==> src/rtl/dtb_pkg.sv <==
// dtb_pkg: shared sizes, stream FSM states and lane helpers for the trace front end
package dtb_pkg;
  localparam int TRB_WIDTH       = 64;
  localparam int TRB_MAX_TRACES  = 8;
  localparam int TRB_NTRACE_BITS = 2;
  localparam int TRB_POS_BITS    = $clog2(TRB_WIDTH);
  localparam int TRB_CNT_BITS    = TRB_POS_BITS + 1;
  typedef enum logic [1:0] {EMPTY, WAIT, FULL} stream_state_e;
  function automatic logic [TRB_CNT_BITS-1:0] lanes(input logic [TRB_NTRACE_BITS-1:0] code);
    return TRB_CNT_BITS'(1) << code;
  endfunction
  function automatic logic [TRB_MAX_TRACES-1:0] lane_mask(input logic [TRB_NTRACE_BITS-1:0] code);
    return ~({TRB_MAX_TRACES{1'b1}} << lanes(code));
  endfunction
endpackage

==> src/rtl/tracer.sv <==
// tracer: packs trace lanes into logger words, or serialises logger words back onto the lanes
module tracer
  import dtb_pkg::*;
(
  input  logic                       CLK_I,
  input  logic                       RST_NI,
  input  logic                       MODE_I,
  input  logic [TRB_NTRACE_BITS-1:0] NTRACE_I,
  input  logic [TRB_MAX_TRACES-1:0]  TRACE_I,
  input  logic                       TRG_I,
  output logic [TRB_MAX_TRACES-1:0]  TRACE_O,
  output logic                       TRACE_VALID_O,
  output logic                       STORE_O,
  input  logic                       STORE_PERM_I,
  output logic [TRB_WIDTH-1:0]       DATA_O,
  output logic [TRB_POS_BITS-1:0]    EVENT_POS_O,
  output logic                       TRG_EVENT_O,
  input  logic                       TRG_DELAYED_I,
  output logic                       LOAD_REQUEST_O,
  input  logic                       LOAD_GRANT_I,
  input  logic [TRB_WIDTH-1:0]       DATA_I,
  output logic                       DROP_O
);
  logic                       mode_q, mode_d;
  logic [TRB_NTRACE_BITS-1:0] ntrace_q, ntrace_d;
  logic [TRB_CNT_BITS-1:0]    cnt_q, cnt_d;
  logic [TRB_WIDTH-1:0]       shreg_q, shreg_d, pf_q, pf_d, data_q, data_d;
  stream_state_e              state_q, state_d;
  logic                       store_q, store_d, req_q, req_d, drop_q, drop_d, trg_q, trg_d;
  logic [TRB_POS_BITS-1:0]    pos_q, pos_d;
  logic                       chg, cap, last, drain;
  logic [TRB_CNT_BITS-1:0]    n;
  logic [TRB_MAX_TRACES-1:0]  mask;
  logic [TRB_WIDTH-1:0]       packed_w;

  // cnt_q counts packed bits in trace mode and bits still to shift out in stream mode
  always_comb begin
    n = lanes(ntrace_q);
    mask = lane_mask(ntrace_q);
    chg = MODE_I != mode_q || NTRACE_I != ntrace_q;
    cap = !mode_q && !chg && STORE_PERM_I && !TRG_DELAYED_I;
    last = cnt_q + n == TRB_CNT_BITS'(TRB_WIDTH);
    drain = state_q == FULL && cnt_q <= n;
    packed_w = shreg_q | (TRB_WIDTH'(TRACE_I & mask) << cnt_q);
    mode_d = MODE_I;
    ntrace_d = NTRACE_I;
    cnt_d = cnt_q;
    shreg_d = shreg_q;
    pf_d = pf_q;
    data_d = data_q;
    state_d = state_q;
    store_d = 1'b0;
    req_d = 1'b0;
    drop_d = drop_q || (!mode_q && !STORE_PERM_I && !TRG_DELAYED_I);
    trg_d = trg_q || (cap && TRG_I);
    pos_d = cap && TRG_I && !trg_q ? cnt_q[TRB_POS_BITS-1:0] : pos_q;
    if (chg) begin
      cnt_d = '0;
      shreg_d = '0;
      pf_d = '0;
      state_d = EMPTY;
    end else if (cap) begin
      cnt_d = last ? '0 : cnt_q + n;
      shreg_d = last ? '0 : packed_w;
      data_d = last ? packed_w : data_q;
      store_d = last;
    end else if (mode_q) begin
      cnt_d = cnt_q == '0 ? cnt_q : cnt_q - n;
      shreg_d = shreg_q >> n;
      req_d = state_q == EMPTY;
      pf_d = state_q == WAIT && LOAD_GRANT_I ? DATA_I : pf_q;
      state_d = state_q == EMPTY ? WAIT : state_q == WAIT && LOAD_GRANT_I ? FULL : drain ? EMPTY : state_q;
      if (drain) begin
        shreg_d = pf_q;
        cnt_d = TRB_CNT_BITS'(TRB_WIDTH);
      end
    end
  end

  always_ff @(posedge CLK_I or negedge RST_NI) begin
    if (!RST_NI) begin
      mode_q <= 1'b0;
      ntrace_q <= '0;
      cnt_q <= '0;
      shreg_q <= '0;
      pf_q <= '0;
      data_q <= '0;
      state_q <= EMPTY;
      store_q <= 1'b0;
      req_q <= 1'b0;
      drop_q <= 1'b0;
      trg_q <= 1'b0;
      pos_q <= '0;
    end else begin
      mode_q <= mode_d;
      ntrace_q <= ntrace_d;
      cnt_q <= cnt_d;
      shreg_q <= shreg_d;
      pf_q <= pf_d;
      data_q <= data_d;
      state_q <= state_d;
      store_q <= store_d;
      req_q <= req_d;
      drop_q <= drop_d;
      trg_q <= trg_d;
      pos_q <= pos_d;
    end
  end

  assign TRACE_VALID_O = mode_q && cnt_q != '0;
  assign TRACE_O = TRACE_VALID_O ? shreg_q[TRB_MAX_TRACES-1:0] & mask : '0;
  assign STORE_O = store_q;
  assign DATA_O = data_q;
  assign EVENT_POS_O = pos_q;
  assign TRG_EVENT_O = trg_q;
  assign LOAD_REQUEST_O = req_q;
  assign DROP_O = drop_q;
endmodule

==> config.mk <==
export PLATFORM = sky130hd
export DESIGN_NAME = tracer
export DESIGN_NICKNAME = d
export VERILOG_FILES = /design/src/rtl/dtb_pkg.sv /design/src/rtl/tracer.sv
export SDC_FILE = /design/constraint.sdc
export NUM_CORES = 1
export LEC_CHECK = 0
export CELL_PAD_IN_SITES_DETAIL_PLACEMENT = 0
export CELL_PAD_IN_SITES_GLOBAL_PLACEMENT = 2
export CORE_UTILIZATION = 28
export CTS_CLUSTER_DIAMETER = 150
export DETAILED_ROUTE_END_ITERATION = 16
export PLACE_DENSITY = 0.69
export SYNTH_ARGS = -nofsm -noshare
export SYNTH_HDL_FRONTEND = slang
export SYNTH_SLANG_ARGS = --single-unit
export TNS_END_PERCENT = 5
==> constraint.sdc <==
create_clock -name CLK_I -period 11.7 [get_ports CLK_I]
set_input_delay 2.34 -clock CLK_I [delete_from_list [all_inputs] [get_ports CLK_I]]
set_output_delay 2.34 -clock CLK_I [all_outputs]
set_load 0.01 [all_outputs]
==> impl_metrics.yaml, run 1 <==
outcome:
  status: "finished clean"
logic_synthesis:
  synth_ff_type: "dfrtp_1"
  syn_area_per_cell_um2: 9.015
  yosys.area_share.xor_xnor_pct: 0.6876
  synthAdderAreaFrac_pct: 0.8447
  yosys.area_share.simple_pct: 19.26
  ys_seq_area_share_pct: 42.04
  synth_compound_area_share_pct: 20.03
  syn_area_mm2: 0.01274
  synth_top_area_cell: "dfrtp_1"
  syn_inst: 1413
  synthTopCellsByArea: "dfrtp_1 (42%), mux4_2 (9.9%), nand2_1 (7.4%)"
  synth-seq-cells: 214
  muxShareOfSynthArea_pct: 11.75
  ys_warn_count: 0
  postSynth.asyncResetShare_pct: 100.0
  ys_types: 77
  synth_top_family_by_area: "compound AO/OA/AOI/OAI gates"
  synth_top_area_share_pct: 42.04
  synth_edf_count: 0
  syn-num-nets: 1502
cts:
  htreeDepth: 1
  clk_pin_slew_ns: 0.06
  clk_latency_ns: 0.56
  cts_root_buf: "clkbuf_16"
  cts_hold_buf: 0
  tritoncts: "done"
  postCtsSetupRepairBufs: 0
  numCtsBuffers: 26
  cts_sinks: 214
  cts_max_path_buffers: 3
  post_cts_resize_count: 0
global_route:
  grt_pass1_wl_um: 76970
  grt_max_degree: 112
  grt_antenna_before_repair: 2
  grt_use_total_pct: 21.79
  grt_overflow: 0
  grt_pass1_vias: 11270
cells_and_area:
  area_growth_pct: 21.81
  nets: 1595
  instances_no_fill: 2113
  layout_commonest_cell: "nand2_1"
  drive_gt1_share_pct: 10.19
  mostFrequentLayoutCells: "nand2_1 (250), dfrtp_1 (212), clkdlybuf4s50_1 (162)"
  fillers: 4602
  design_area_mm2: 0.01552
  diodes: 0
worst_setup_path:
  critical_path.max_fanout: 14
  reg2reg_to: "DATA_O[32]"
  worstRegToRegCells: 10
  crit_cells: 5
  required_ns: 9.36
  path_cells: "nor4_2, nand2_1, and2_1, and3_1, clkdlybuf4s50_1"
  rr_startpoint: "ntrace_q[1]"
  critPathTopFamily: "simple AND/OR/NAND/NOR gates"
  start_kind: "flop"
  setup.worst_path.start: "cnt_q[5]"
  crit_type: "reg2out"
  reg2reg_slack_ns: 6.99
  critPathCaptureType: "output port"
  cp.arrival_ns: 3.50
  cp_num_buf_inv: 1
  endpoint: "TRACE_O[3]"
  critPathSlowestCell: "nor4_2"
  crit_path_max_incr_delay_ns: 1.11
routing:
  drc: 0
  first_iter_violations: 1211
  drtAntennaViolNets: 0
  wl_per_cell_um: 24.12
  route.vias.total: 11690
  avgViaCountPerCell: 5.534
  drtPass1Iterations: 5
  totalWireLength_um: 50970
sta:
  finClkSkew_ns: 0.01163
  tns_ns: 0
  period_share_pct: 49.94
  rsz0062_at_grt: "false"
  tightest_slew_ns: 1.253
  min_period_ns: 5.843
  report.final.slew_viol_count: 0
  slew_headroom_pct: 15.74
  finalHoldViolations: 0
  setup_viol: 0
  fmax_mhz: 171.1
power_and_ir_drop:
  power.total_uw: 1738
  leakagePower_uw: 0.006164
  powerDensity_mw_per_mm2: 112.0
  irDropWorstVdd_mv: 0.09405
placed_design:
  placed_cells: 2070
  dp_hpwl_um: 35180
  gp_congestion: 0.9066
  placed_cell_area_mm2: 0.01472
  portBuffers: 163
min_path:
  hold_path.class: "reg2reg"
  hold_path_depth: 1
flow_run:
  max_cap_viol_count: 0
floorplanning:
  dieArea_mm2: 0.04635
  die_w_um: 215.3
  pin_count: 164
  core_mm2: 0.04451
  fp.dieH_um: 215.3
  floorplan.initialDensity_pct: 28.62
  rows: 77
==> synth_stat cells, drive strengths merged, types with 4 or more instances <==
| cell | count |
|---|---|
| o21a | 4 |
| nor2b | 11 |
| and3 | 13 |
| a21o | 7 |
| o22ai | 7 |
| a21oi | 137 |
| o211ai | 8 |
| nand2 | 250 |
| a31oi | 31 |
| mux2 | 12 |
| a22o | 17 |
| and2 | 5 |
| or3 | 15 |
| a211oi | 12 |
| a2bb2oi | 4 |
| inv | 19 |
| dfrtp | 214 |
| o21ai | 112 |
| mux2i | 10 |
| xnor2 | 9 |
| nand4 | 4 |
| nand3 | 17 |
| buf | 60 |
| nor3 | 46 |
| o2bb2ai | 28 |
| o311ai | 10 |
| a221oi | 7 |
| ha | 7 |
| nor2 | 161 |
| clkbuf | 62 |
| a211o | 4 |
| mux4 | 56 |
| a32o | 4 |
| nand2b | 8 |
| or2 | 4 |
==> cell type report <==
class,count,area [µm²],area share [%]
Multi-Input combinational cell,1058,6726,43.35
Sequential cell,214,5363,34.56
Clock inverter,7,50.05,0.3226
Tap cell,592,740.7,4.774
Timing Repair Buffer,187,1817,11.71
Inverter,19,71.32,0.4596
Clock buffer,36,748.2,4.822
==> logic make-up after synthesis <==
family | Yosys count
compound gates | 406
fa+ha+maj | 8
buf+inv | 141
xor+xnor | 10
simple gates | 556
mux | 78
flops | 214
==> flip-flops by register name, indices dropped and copies added (netlist names) <==
register        flops
EVENT_POS_O         6
ntrace_q            2
pf_q               64
DROP_O              1
mode_q              1
cnt_q               7
LOAD_REQUEST_O      1
DATA_O             64
state_q             2
shreg_q            64
TRG_EVENT_O         1
STORE_O             1
==> worst min-delay path by stage <==
stage	startpoint	endpoint	slack [ns]
2_1_floorplan	state_q[0]	LOAD_REQUEST_O	0.47
3_3_place_gp	DROP_O	DROP_O	0.45
3_5_place_dp	DROP_O	DROP_O	0.46
4_1_cts	DROP_O	DROP_O	0.47
5_1_grt	DROP_O	DROP_O	0.48
6_report	DROP_O	DROP_O	0.47
==> layer usage <==
metal / share of wire [%] / routed length, µm / global-route usage [%]
met5: 0.020 / 10 / 0
met4: 2.6 / 1329 / 6.194
met3: 8.0 / 4073 / 3.850
met2: 41 / 20840 / 30.06
met1: 48 / 24720 / 34.04
==> power by group <==
part	total, µW	internal (µW)	switching (µW)	leakage, µW
Clock	773	443	330	0.000399
Sequential	756	746	9.93	0.00295
Combinational	209	73.1	136	0.00281
==> metrics by stage <==
step	util (%)	hold WS (ns)	worst slack (ns)
global route	34.86	0.4808	5.633
detailed placement	33.07	0.4569	6.077
floorplan	-	0.4666	7.496
finish	34.86	0.4699	5.857
global placement	33.07	0.4517	6.093
CTS	34.86	0.4716	5.847
No activity file was read; power rests on OpenSTA's default activity.
==> run 2, diff against run 1 <==
--- a/config.mk
+++ b/config.mk
@@ -10,7 +10,7 @@
 export CORE_UTILIZATION = 28
 export CTS_CLUSTER_DIAMETER = 150
 export DETAILED_ROUTE_END_ITERATION = 16
-export PLACE_DENSITY = 0.69
+export PLACE_DENSITY = 0.72
 export SYNTH_ARGS = -nofsm -noshare
 export SYNTH_HDL_FRONTEND = slang
 export SYNTH_SLANG_ARGS = --single-unit
==> constraint.sdc (replaced) <==
create_clock -name CLK_I -period 4.8 [get_ports CLK_I]
set_input_delay 0.96 -clock CLK_I [delete_from_list [all_inputs] [get_ports CLK_I]]
set_output_delay 0.96 -clock CLK_I [all_outputs]
set_load 0.01 [all_outputs]
==> run 2 against run 1 <==
  * Critical path depth increased by 6
  * Critical endpoint is now shreg_q[28]
  * Largest power group unchanged
  * Flip-flop and latch count unchanged
  * Design area increased by 1.7%
  * Clock skew decreased by 0.0021 ns
  * Sequential power increased by 140%
  * Clock-buffer cell count unchanged
  * Register-to-register slack got worse by 6.1 ns
  * Total power increased to 2.6 times the previous value
  * Highest routed layer is now met4
==> impl_metrics.yaml, run 2 (same netlist as run 1, synthesis figures left out) <==
global_route:
  grt_pass1_vias: 11260
  grt_overflow: 0
  grt_use_total_pct: 21.72
  grt_antenna_before_repair: 0
  grt_pass1_wl_um: 76170
  grt_max_degree: 109
sta:
  tightest_slew_ns: 1.107
  report.final.slew_viol_count: 0
  min_period_ns: 3.920
  setup_viol: 0
  rsz0062_at_grt: "false"
  fmax_mhz: 255.1
  finClkSkew_ns: 0.009584
  slew_headroom_pct: 26.18
  finalHoldViolations: 0
  period_share_pct: 81.66
  tns_ns: 0
cts:
  cts_hold_buf: 0
  clk_latency_ns: 0.56
  postCtsSetupRepairBufs: 0
  htreeDepth: 1
  cts_sinks: 214
  clk_pin_slew_ns: 0.06
  numCtsBuffers: 26
  tritoncts: "done"
  cts_root_buf: "clkbuf_16"
  cts_max_path_buffers: 3
  post_cts_resize_count: 0
floorplanning:
  dieArea_mm2: 0.04635
  rows: 77
  pin_count: 164
  die_w_um: 215.3
  core_mm2: 0.04451
  fp.dieH_um: 215.3
  floorplan.initialDensity_pct: 28.62
cells_and_area:
  mostFrequentLayoutCells: "nand2_1 (250), dfrtp_1 (212), clkdlybuf4s50_1 (162)"
  instances_no_fill: 2131
  diodes: 0
  fillers: 4675
  drive_gt1_share_pct: 11.31
  area_growth_pct: 23.83
  layout_commonest_cell: "nand2_1"
  nets: 1610
routing:
  first_iter_violations: 1201
  drtAntennaViolNets: 0
  drtPass1Iterations: 6
  wl_per_cell_um: 23.96
  totalWireLength_um: 51070
  drc: 0
  route.vias.total: 11710
  avgViaCountPerCell: 5.494
outcome:
  status: "finished clean"
min_path:
  hold_path.class: "in2async"
worst_setup_path:
  setup.worst_path.start: "ntrace_q[1]"
  critPathCaptureType: "flop"
  start_kind: "flop"
  critPathTopFamily: "compound AO/OA/AOI/OAI gates"
  rr_startpoint: "ntrace_q[1]"
  reg2reg_to: "shreg_q[28]"
  crit_type: "reg2reg"
  path_cells: "and2_1, inv_2, ha_1, nand4_1, a211o_1, a31oi_4, buf_12, nor2_1, o21ai_0, o311ai_0, nand2_1"
  critPathSlowestCell: "dfrtp_4"
  crit_cells: 11
  worstRegToRegCells: 11
  crit_path_max_incr_delay_ns: 0.53
  endpoint: "shreg_q[28]"
  required_ns: 5.29
  cp.arrival_ns: 4.41
  cp_num_buf_inv: 2
  critical_path.max_fanout: 58
  reg2reg_slack_ns: 0.88
power_and_ir_drop:
  switching_share_pct: 26.34
  combPwrFrac_pct: 11.6
  leakagePower_uw: 0.006291
  p_seq_share_pct: 41.4
  clkPwrFrac_pct: 47.1
  powerDensity_mw_per_mm2: 282.1
  irDropWorstVdd_mv: 0.1608
  power.total_uw: 4449
  power_switching_uw: 1172
  internal_power_uw: 3277
placed_design:
  portBuffers: 163
  dp_hpwl_um: 35900
  placed_cells: 2085
  gp_congestion: 0.8861
flow_run:
  max_cap_viol_count: 0
[run 2: cell types whose count changed in the layout (fill, tap and decap cells not counted), sizes merged]
cell      delta
buf         +15
bufinv       +3
clkinvlp     +2
clkinv       -1
inv          -1
[run 2: layout make-up]
class,instances,area (µm²),area share (%)
clock buffer,36,768.2,4.870
clock inverter,10,141.4,0.8963
inverter,19,71.32,0.4521
multi-input combinational,1058,6723,42.62
sequential,214,5363,34.00
tap,592,740.7,4.696
timing repair buffer,202,1967,12.47
[run 2: through the flow]
stage	instance area [µm²]	utilization [%]	hold WS, ns	worst slack (ns)
2_1_floorplan	12740	-	0.4666	1.030
3_3_place_gp	14860	33.40	0.4504	0.7445
3_5_place_dp	14860	33.40	0.4693	0.8126
4_1_cts	15770	35.44	0.4835	0.8919
5_1_grt	15770	35.44	0.5062	0.6634
6_report	15770	35.44	0.4530	0.8803
[run 2: how the worst min path moves through the flow]
| stage | slack (ns) | end | from | cells past startpoint |
|---|---|---|---|---|
| 6_report | 0.45 | DATA_O[42] | RST_NI | 1 |
| 5_1_grt | 0.51 | DATA_O[42] | RST_NI | 1 |
| 4_1_cts | 0.48 | DATA_O[38] | DATA_O[38] | 2 |
| 3_5_place_dp | 0.47 | DATA_O[38] | DATA_O[38] | 2 |
| 3_3_place_gp | 0.45 | DROP_O | DROP_O | 1 |
| 2_1_floorplan | 0.47 | LOAD_REQUEST_O | state_q[0] | 1 |
[run 2: worst reg2reg max path, cell delays in order, from the launching register on]
cell and delay, ns:
dfrtp_4 0.53, and2_1 0.34, inv_2 0.16, ha_1 0.49
nand4_1 0.28, a211o_1 0.42, a31oi_4 0.42, buf_12 0.35
nor2_1 0.11, o21ai_0 0.41, o311ai_0 0.25, nand2_1 0.10
[run 2: layer usage]
layer	up-vias	routed length (µm)	GRT usage, %
met4	0	1304	6.241
met3	64	4426	5.152
met2	546	21050	30.49
met1	5792	24280	32.65
met5	-	0	0
li1	5305	-	-
[run 2: power by group through the flow]
stage / Sequential, µW / Clock, µW / Combinational [µW]
final: 1840 / 2090 / 515
after detailed placement: 1870 / 0 / 512
after global routing: 1840 / 2220 / 553
after floorplan: 1860 / 0 / 271
after CTS: 1840 / 2150 / 515
after global placement: 1870 / 0 / 514
